$ cat src/rtl/gcd_pkg.sv
// Shared types and defaults for the GCD sweep initiator.
package gcd_pkg;

  localparam int unsigned GCD_WIDTH   = 8;
  localparam int unsigned GCD_TIMEOUT = 1024;
  localparam int unsigned GCD_MAX     = 15;
  localparam int unsigned TMO_CNT_W   = 16;

  typedef enum logic [2:0] {
    S_IDLE   = 3'd0,
    S_ISSUE  = 3'd1,
    S_GUARD  = 3'd2,
    S_WAIT   = 3'd3,
    S_EMIT   = 3'd4,
    S_GAP    = 3'd5,
    S_FINISH = 3'd6
  } sweep_state_e;

  // Increment that sticks at all-ones instead of wrapping.
  function automatic logic [TMO_CNT_W-1:0] sat_inc16(input logic [TMO_CNT_W-1:0] v);
    return (v == {TMO_CNT_W{1'b1}}) ? v : v + TMO_CNT_W'(1);
  endfunction

endpackage

$ cat src/rtl/sweep_timeout_ctr.sv
// Per-pair WAIT cycle counter; expired is high once the count reaches TIMEOUT_CYC-1.
module sweep_timeout_ctr
  import gcd_pkg::*;
#(
  parameter int unsigned TIMEOUT_CYC = GCD_TIMEOUT
) (
  input  logic clk,
  input  logic reset,
  input  logic clr,
  input  logic en,
  output logic expired
);

  localparam int unsigned CW = $clog2(TIMEOUT_CYC);
  localparam logic [CW-1:0] LAST = CW'(TIMEOUT_CYC - 1);

  logic [CW-1:0] cnt_q;
  logic [CW-1:0] cnt_d;

  // Next count: clear wins over enable.
  always_comb begin
    cnt_d = cnt_q;
    if (clr) begin
      cnt_d = '0;
    end else if (en) begin
      cnt_d = cnt_q + CW'(1);
    end
  end

  // Count register; expired is registered from the next count so it lines up with cnt_q.
  always_ff @(posedge clk or negedge reset) begin
    if (!reset) begin
      cnt_q   <= '0;
      expired <= 1'b0;
    end else begin
      cnt_q   <= cnt_d;
      expired <= (cnt_d == LAST);
    end
  end

endmodule

$ cat src/rtl/gcd_sweep_master.sv
// Drives the GCD unit over every (a, b) in 1..MAX x 1..MAX and streams the results.
module gcd_sweep_master
  import gcd_pkg::*;
#(
  parameter int unsigned WIDTH       = GCD_WIDTH,
  parameter int unsigned MAX         = GCD_MAX,
  parameter int unsigned TIMEOUT_CYC = GCD_TIMEOUT
) (
  input  logic                   clk,
  input  logic                   reset,
  input  logic                   run,
  output logic                   busy,
  output logic                   sweep_done,
  output logic                   gcd_start,
  output logic [WIDTH-1:0]       gcd_a,
  output logic [WIDTH-1:0]       gcd_b,
  input  logic                   gcd_done,
  input  logic [WIDTH-1:0]       gcd_result,
  output logic                   res_valid,
  input  logic                   res_ready,
  output logic [WIDTH-1:0]       res_a,
  output logic [WIDTH-1:0]       res_b,
  output logic [WIDTH-1:0]       res_gcd,
  output logic                   res_timeout,
  output logic [2*WIDTH-1:0]     pair_cnt,
  output logic [TMO_CNT_W-1:0]   timeout_cnt
);

  localparam int unsigned PW = 2 * WIDTH;
  localparam logic [WIDTH-1:0] MAX_V = WIDTH'(MAX);
  localparam logic [WIDTH-1:0] ONE_V = WIDTH'(1);

  sweep_state_e state_q, state_d;

  logic [WIDTH-1:0]     gcd_a_d, gcd_b_d;
  logic [WIDTH-1:0]     res_a_d, res_b_d, res_gcd_d;
  logic                 res_timeout_d;
  logic [PW-1:0]        pair_cnt_d;
  logic [TMO_CNT_W-1:0] timeout_cnt_d;
  logic                 timer_clr_c, timer_en_c, timer_expired;

  // WAIT-cycle timer, cleared in ISSUE and advanced only while still waiting.
  sweep_timeout_ctr #(
    .TIMEOUT_CYC (TIMEOUT_CYC)
  ) u_timer (
    .clk     (clk),
    .reset   (reset),
    .clr     (timer_clr_c),
    .en      (timer_en_c),
    .expired (timer_expired)
  );

  // Next-state and next-register values for the sweep sequencer.
  always_comb begin
    state_d       = state_q;
    gcd_a_d       = gcd_a;
    gcd_b_d       = gcd_b;
    res_a_d       = res_a;
    res_b_d       = res_b;
    res_gcd_d     = res_gcd;
    res_timeout_d = res_timeout;
    pair_cnt_d    = pair_cnt;
    timeout_cnt_d = timeout_cnt;
    timer_clr_c   = 1'b0;
    timer_en_c    = 1'b0;

    unique case (state_q)
      S_IDLE: begin
        if (run) begin
          gcd_a_d       = ONE_V;
          gcd_b_d       = ONE_V;
          pair_cnt_d    = '0;
          timeout_cnt_d = '0;
          state_d       = S_ISSUE;
        end
      end
      S_ISSUE: begin
        timer_clr_c = 1'b1;
        state_d     = S_GUARD;
      end
      // The GCD unit still shows the previous done here; skip it.
      S_GUARD: begin
        state_d = S_WAIT;
      end
      // Done has priority over a simultaneous timer expiry.
      S_WAIT: begin
        if (gcd_done) begin
          res_a_d       = gcd_a;
          res_b_d       = gcd_b;
          res_gcd_d     = gcd_result;
          res_timeout_d = 1'b0;
          state_d       = S_EMIT;
        end else if (timer_expired) begin
          res_a_d       = gcd_a;
          res_b_d       = gcd_b;
          res_gcd_d     = '0;
          res_timeout_d = 1'b1;
          timeout_cnt_d = sat_inc16(timeout_cnt);
          state_d       = S_EMIT;
        end else begin
          timer_en_c = 1'b1;
        end
      end
      S_EMIT: begin
        if (res_ready) begin
          pair_cnt_d = pair_cnt + PW'(1);
          state_d    = S_GAP;
        end
      end
      // b is the inner loop; a advances when b wraps.
      S_GAP: begin
        if ((gcd_a == MAX_V) && (gcd_b == MAX_V)) begin
          state_d = S_FINISH;
        end else begin
          if (gcd_b == MAX_V) begin
            gcd_b_d = ONE_V;
            gcd_a_d = gcd_a + ONE_V;
          end else begin
            gcd_b_d = gcd_b + ONE_V;
          end
          state_d = S_ISSUE;
        end
      end
      S_FINISH: begin
        state_d = S_IDLE;
      end
      default: begin
        state_d = S_IDLE;
      end
    endcase
  end

  // State and output registers; strobes are registered from the next state.
  always_ff @(posedge clk or negedge reset) begin
    if (!reset) begin
      state_q     <= S_IDLE;
      busy        <= 1'b0;
      sweep_done  <= 1'b0;
      gcd_start   <= 1'b0;
      gcd_a       <= '0;
      gcd_b       <= '0;
      res_valid   <= 1'b0;
      res_a       <= '0;
      res_b       <= '0;
      res_gcd     <= '0;
      res_timeout <= 1'b0;
      pair_cnt    <= '0;
      timeout_cnt <= '0;
    end else begin
      state_q     <= state_d;
      busy        <= (state_d != S_IDLE) && (state_d != S_FINISH);
      sweep_done  <= (state_d == S_FINISH);
      gcd_start   <= (state_d == S_ISSUE);
      gcd_a       <= gcd_a_d;
      gcd_b       <= gcd_b_d;
      res_valid   <= (state_d == S_EMIT);
      res_a       <= res_a_d;
      res_b       <= res_b_d;
      res_gcd     <= res_gcd_d;
      res_timeout <= res_timeout_d;
      pair_cnt    <= pair_cnt_d;
      timeout_cnt <= timeout_cnt_d;
    end
  end

endmodule

$ cat config.mk
export PLATFORM = sky130hd
export DESIGN_NAME = gcd_sweep_master
export DESIGN_NICKNAME = d
export VERILOG_FILES = /design/src/rtl/gcd_pkg.sv /design/src/rtl/sweep_timeout_ctr.sv /design/src/rtl/gcd_sweep_master.sv
export SDC_FILE = /design/constraint.sdc
export NUM_CORES = 1
export LEC_CHECK = 0
export ABC_CLOCK_PERIOD_IN_PS = 5050
export BUFFER_PORTS_ARGS = -buffer_cell sky130_fd_sc_hd__buf_2
export CORE_UTILIZATION = 50
export CTS_CLUSTER_DIAMETER = 50
export CTS_CLUSTER_SIZE = 24
export DETAILED_ROUTE_END_ITERATION = 12
export PLACE_DENSITY = 0.8
export RECOVER_POWER = 25
export SYNTH_ARGS = -nofsm -noshare
export SYNTH_HDL_FRONTEND = slang
export SYNTH_HIERARCHICAL = 1
export SYNTH_SLANG_ARGS = --single-unit
$ cat constraint.sdc
create_clock -name clk -period 5.05 [get_ports clk]
set_input_delay 1.01 -clock clk [delete_from_list [all_inputs] [get_ports clk]]
set_output_delay 1.01 -clock clk [all_outputs]
set_load 0.01 [all_outputs]
==> flow_summary.html <==
<table>
<tr><th>Metric</th><th>Value</th></tr>
<tr><th colspan="2">Die</th></tr>
<tr><td>Die H</td><td>96.70 um</td></tr>
<tr><td>Area of the core region</td><td>0.008721 mm^2</td></tr>
<tr><td>Die footprint</td><td>0.009351 mm^2</td></tr>
<tr><td>Initial Util</td><td>51.42%</td></tr>
<tr><td>Number of top-level pins</td><td>90</td></tr>
<tr><td>Row cnt</td><td>34</td></tr>
<tr><td>Die Wd</td><td>96.70 um</td></tr>
<tr><th colspan="2">Worst setup path</th></tr>
<tr><td>Cell type group with the largest total delay on the critical path</td><td>buffers and inverters</td></tr>
<tr><td>Data required time of the critical path</td><td>5.29 ns</td></tr>
<tr><td>Maximum net fanout on the critical path</td><td>55</td></tr>
<tr><td>Critical setup path kind</td><td>primary input to asynchronous set/reset pin</td></tr>
<tr><td>Arr. time, crit path</td><td>3.62 ns</td></tr>
<tr><td>Sort of element at the start of the critical path</td><td>primary input</td></tr>
<tr><td>Crit end category</td><td>asynchronous set/reset pin</td></tr>
<tr><td>Worst stage delay on the critical path</td><td>1.37 ns</td></tr>
<tr><td>CP Cell Sequence</td><td>clkbuf_1 -&gt; clkbuf_2</td></tr>
<tr><td>Number of buffers and inverters on the critical path</td><td>2</td></tr>
<tr><td>Crit path max-delay cell type</td><td>sky130_fd_sc_hd__clkbuf_1</td></tr>
<tr><th colspan="2">CTS</th></tr>
<tr><td>Clock buffer count from CTS</td><td>9</td></tr>
<tr><td>TritonCTS clock tree</td><td>done</td></tr>
<tr><td>Maximum count of clock buffers along a single path</td><td>2</td></tr>
<tr><td>Number of clock sinks seen by CTS</td><td>91</td></tr>
<tr><td>Source-to-sink clock delay at the later pin of the worst-skew pair</td><td>0.36 ns</td></tr>
<tr><td>PostCTS Resize Cnt</td><td>0</td></tr>
<tr><td>Clock root buffer</td><td>sky130_fd_sc_hd__clkbuf_8</td></tr>
<tr><td>Register clock-pin slew on the reported worst setup and hold paths</td><td>0.09 ns</td></tr>
<tr><td>Hold buffer count at CTS</td><td>0</td></tr>
<tr><td>Maximum level of the CTS H-tree</td><td>3</td></tr>
<tr><td>Number of buffers inserted by post-CTS setup repair</td><td>0</td></tr>
<tr><th colspan="2">Placement</th></tr>
<tr><td>Port-buffer cells</td><td>89</td></tr>
<tr><td>Final Wtd Congestion</td><td>0.8729</td></tr>
<tr><td>HPWL after detailed placement</td><td>6780 um</td></tr>
<tr><th colspan="2">STA</th></tr>
<tr><td>Worst hold slack after final layout</td><td>0.5037 ns</td></tr>
<tr><td>Count of endpoints failing hold in the final timing report</td><td>0</td></tr>
<tr><td>Fin crit share</td><td>66.90%</td></tr>
<tr><td>Slew Viols, Final</td><td>38</td></tr>
<tr><td>Achievable clock frequency</td><td>0.2960 GHz</td></tr>
<tr><td>Final Skew</td><td>0.02011 ns</td></tr>
<tr><td>Setup-violating endpoint count in the final report</td><td>0</td></tr>
<tr><td>Setup repair after global routing missed its margin</td><td>no</td></tr>
<tr><td>Max-slew headroom at the worst pin</td><td>-29.99%</td></tr>
<tr><td>Post-route setup TNS</td><td>0 ns</td></tr>
<tr><td>Minimum period implied by the final worst setup slack</td><td>3.379 ns</td></tr>
<tr><td>Transition time at the pin with the least slew margin</td><td>1.950 ns</td></tr>
<tr><th colspan="2">Final layout</th></tr>
<tr><td>Fill cell total of the finished layout</td><td>727</td></tr>
<tr><td>Fraction of layout cells with a size suffix above 1</td><td>26.68%</td></tr>
<tr><td>Diodes inserted</td><td>0</td></tr>
<tr><td>Commonest non-fill, non-tap cells in the layout</td><td>sky130_fd_sc_hd__dfrtp_1, sky130_fd_sc_hd__buf_2, sky130_fd_sc_hd__nor2_1</td></tr>
<tr><td>Number of nets in the final layout</td><td>534</td></tr>
<tr><td>Synth-to-layout area growth</td><td>15.54%</td></tr>
<tr><td>Leading cell type in the layout, fill and taps excluded</td><td>sky130_fd_sc_hd__dfrtp_1</td></tr>
<tr><th colspan="2">Detailed routing</th></tr>
<tr><td>Routed wire length per instance</td><td>15.64 um</td></tr>
<tr><td>Iteration-0 DRC count of the detailed router</td><td>152</td></tr>
<tr><td>Number of design rule violations left after detail routing</td><td>0</td></tr>
<tr><td>Vias</td><td>3713</td></tr>
<tr><td>Via density per instance</td><td>5.903</td></tr>
<tr><td>DR pass1 iterations</td><td>5</td></tr>
<tr><td>Number of nets with antenna violations after routing</td><td>0</td></tr>
<tr><td>Total routed wirelength</td><td>9836 um</td></tr>
<tr><th colspan="2">Logic synthesis</th></tr>
<tr><td>Gate Count Post-Synth</td><td>432</td></tr>
<tr><td>Count of flip-flops with a built-in enable after synthesis</td><td>0</td></tr>
<tr><td>Top cell type by total area after synthesis</td><td>sky130_fd_sc_hd__dfrtp_1</td></tr>
<tr><td>Total nets after synthesis</td><td>450</td></tr>
<tr><td>Most used DFF post-synth</td><td>sky130_fd_sc_hd__dfrtp_1</td></tr>
<tr><td>Syn. warnings</td><td>6</td></tr>
<tr><td>Synth cell types</td><td>59</td></tr>
<tr><td>Total standard cell area after synthesis</td><td>0.004484 mm^2</td></tr>
<tr><td>Asr flop ratio synth</td><td>100.0%</td></tr>
<tr><td>Avg Inst Size Synth</td><td>10.38 um^2</td></tr>
<tr><td>Top cell type's share of synthesized area</td><td>50.78%</td></tr>
<tr><td>Register area share after synthesis</td><td>50.78%</td></tr>
<tr><td>Number of flip-flops and latches in the synthesized netlist</td><td>91</td></tr>
<tr><td>Dominant cells by area after synthesis</td><td>sky130_fd_sc_hd__dfrtp_1, sky130_fd_sc_hd__mux2_2, sky130_fd_sc_hd__xor2_1, sky130_fd_sc_hd__nor2_1, sky130_fd_sc_hd__o21ai_0</td></tr>
<tr><th colspan="2">Power and ir drop</th></tr>
<tr><td>Leakage component of the power</td><td>2.515 nW</td></tr>
<tr><td>Power per Cell Area</td><td>402.2 mW/mm^2</td></tr>
<tr><td>Highest ir drop seen on vdd</td><td>0.0001873 V</td></tr>
<tr><th colspan="2">Global route</th></tr>
<tr><td>Vias in the first global route</td><td>3503</td></tr>
<tr><td>Initial antenna violation count</td><td>0</td></tr>
<tr><td>Tot GR Track Use</td><td>21.68%</td></tr>
<tr><td>Overflow left after global routing</td><td>0</td></tr>
<tr><td>Global-route wire length before repair</td><td>16750 um</td></tr>
<tr><td>Pin count of the biggest net entering global routing</td><td>56</td></tr>
<tr><th colspan="2">Hold path</th></tr>
<tr><td>Worst Hold Class</td><td>flop to flop</td></tr>
<tr><th colspan="2">Job</th></tr>
<tr><td>Maximum Capacitance Violations</td><td>1</td></tr>
<tr><th colspan="2">Run status</th></tr>
<tr><td>Failing checks</td><td>capacitance limit, slew limit</td></tr>
<tr><td>Outcome</td><td>finished, violations left</td></tr>
</table>
## registers in the layout, summed over array words and instances, names as in the netlist
| name | cells |
|---|---|
| pair_cnt | 16 |
| timeout_cnt | 16 |
| u_timer/cnt_q | 10 |
| gcd_a | 8 |
| gcd_b | 8 |
| res_a | 8 |
| res_b | 8 |
| res_gcd | 8 |
| state_q | 3 |
| busy | 1 |
| gcd_start | 1 |
| res_timeout | 1 |
| res_valid | 1 |
| sweep_done | 1 |
| u_timer/expired | 1 |
## final timing paths
kind                       slack [ns]  cells after the start  startpoint          endpoint
min reg2reg                      0.50                      1  res_gcd[3]        res_gcd[3]
min in group asynchronous        1.18                      1       reset          res_b[0]
max                              1.67                      2       reset  u_timer/cnt_q[6]
min                              0.50                      1  res_gcd[3]        res_gcd[3]
max reg2reg                      1.76                      6  state_q[2]   u_timer/expired
max in group clk                 1.76                      6  state_q[2]   u_timer/expired
## power breakdown
| group | internal [mW] | switching (mW) |
|---|---|---|
| combinational | 0.251 | 0.352 |
| clock | 0.235 | 0.271 |
| sequential | 0.846 | 0.130 |
## area by class of cell
cell class / instances / area (um^2) / area share [%]
sequential: 91 / 2277 / 43.95
multi-input combinational: 317 / 2090 / 40.33
timing repair buffer: 92 / 460.4 / 8.887
tap: 108 / 135.1 / 2.608
clock buffer: 10 / 127.6 / 2.463
clock inverter: 6 / 72.57 / 1.401
inverter: 5 / 18.77 / 0.3622
## Yosys cell counts, types with 6 or more instances
cell / instances
sky130_fd_sc_hd__a21oi_1: 21
sky130_fd_sc_hd__a22o_1: 11
sky130_fd_sc_hd__and3_1: 8
sky130_fd_sc_hd__buf_2: 6
sky130_fd_sc_hd__clkbuf_1: 8
sky130_fd_sc_hd__dfrtp_1: 91
sky130_fd_sc_hd__mux2_2: 17
sky130_fd_sc_hd__nand2_1: 33
sky130_fd_sc_hd__nand3_1: 24
sky130_fd_sc_hd__nand4_1: 15
sky130_fd_sc_hd__nor2_1: 40
sky130_fd_sc_hd__nor3_1: 12
sky130_fd_sc_hd__o21ai_0: 25
sky130_fd_sc_hd__o21ai_1: 7
sky130_fd_sc_hd__o31ai_1: 6
sky130_fd_sc_hd__or3_1: 9
sky130_fd_sc_hd__xnor2_1: 8
sky130_fd_sc_hd__xor2_1: 19
## per-layer routing
metal | wire, um | part of all wire [%] | vias up | global-route usage (%)
li1 | - | - | 1754 | -
met1 | 4412 | 45 | 1855 | 29.32
met2 | 4963 | 50 | 98 | 35.54
met3 | 381 | 3.9 | 6 | 3.902
met4 | 78 | 0.79 | 0 | 6.889
met5 | 0 | 0 | - | 0
## metrics by stage
| stage | area [um^2] | total power, mW | setup slack [ns] | std cells | util [%] |
|---|---|---|---|---|---|
| after global routing | 5181 | 2.218 | 1.030 | 629 | 59.41 |
| after detailed placement | 4996 | 1.596 | 1.828 | 613 | 57.29 |
| after floorplan | 4484 | 1.397 | 2.490 | 432 | - |
| final | 5181 | 2.084 | 1.671 | 629 | 59.41 |
| after global placement | 4996 | 1.565 | 1.885 | 613 | 57.29 |
| after CTS | 5196 | 2.107 | 1.821 | 629 | 59.58 |
## cell families after synthesis
| logic type | after synthesis | share of synthesized area, % |
|---|---|---|
| multiplexers | 21 | 5.162 |
| AND/OR/NAND/NOR | 173 | 21.43 |
| adder cells (fa/ha/maj) | 5 | 1.395 |
| XOR/XNOR | 27 | 5.274 |
| AO/OA/AOI/OAI | 91 | 13.36 |
| flip-flops | 91 | 50.78 |
| buffers and inverters | 24 | 2.595 |
(Power assumes the default switching activity.)
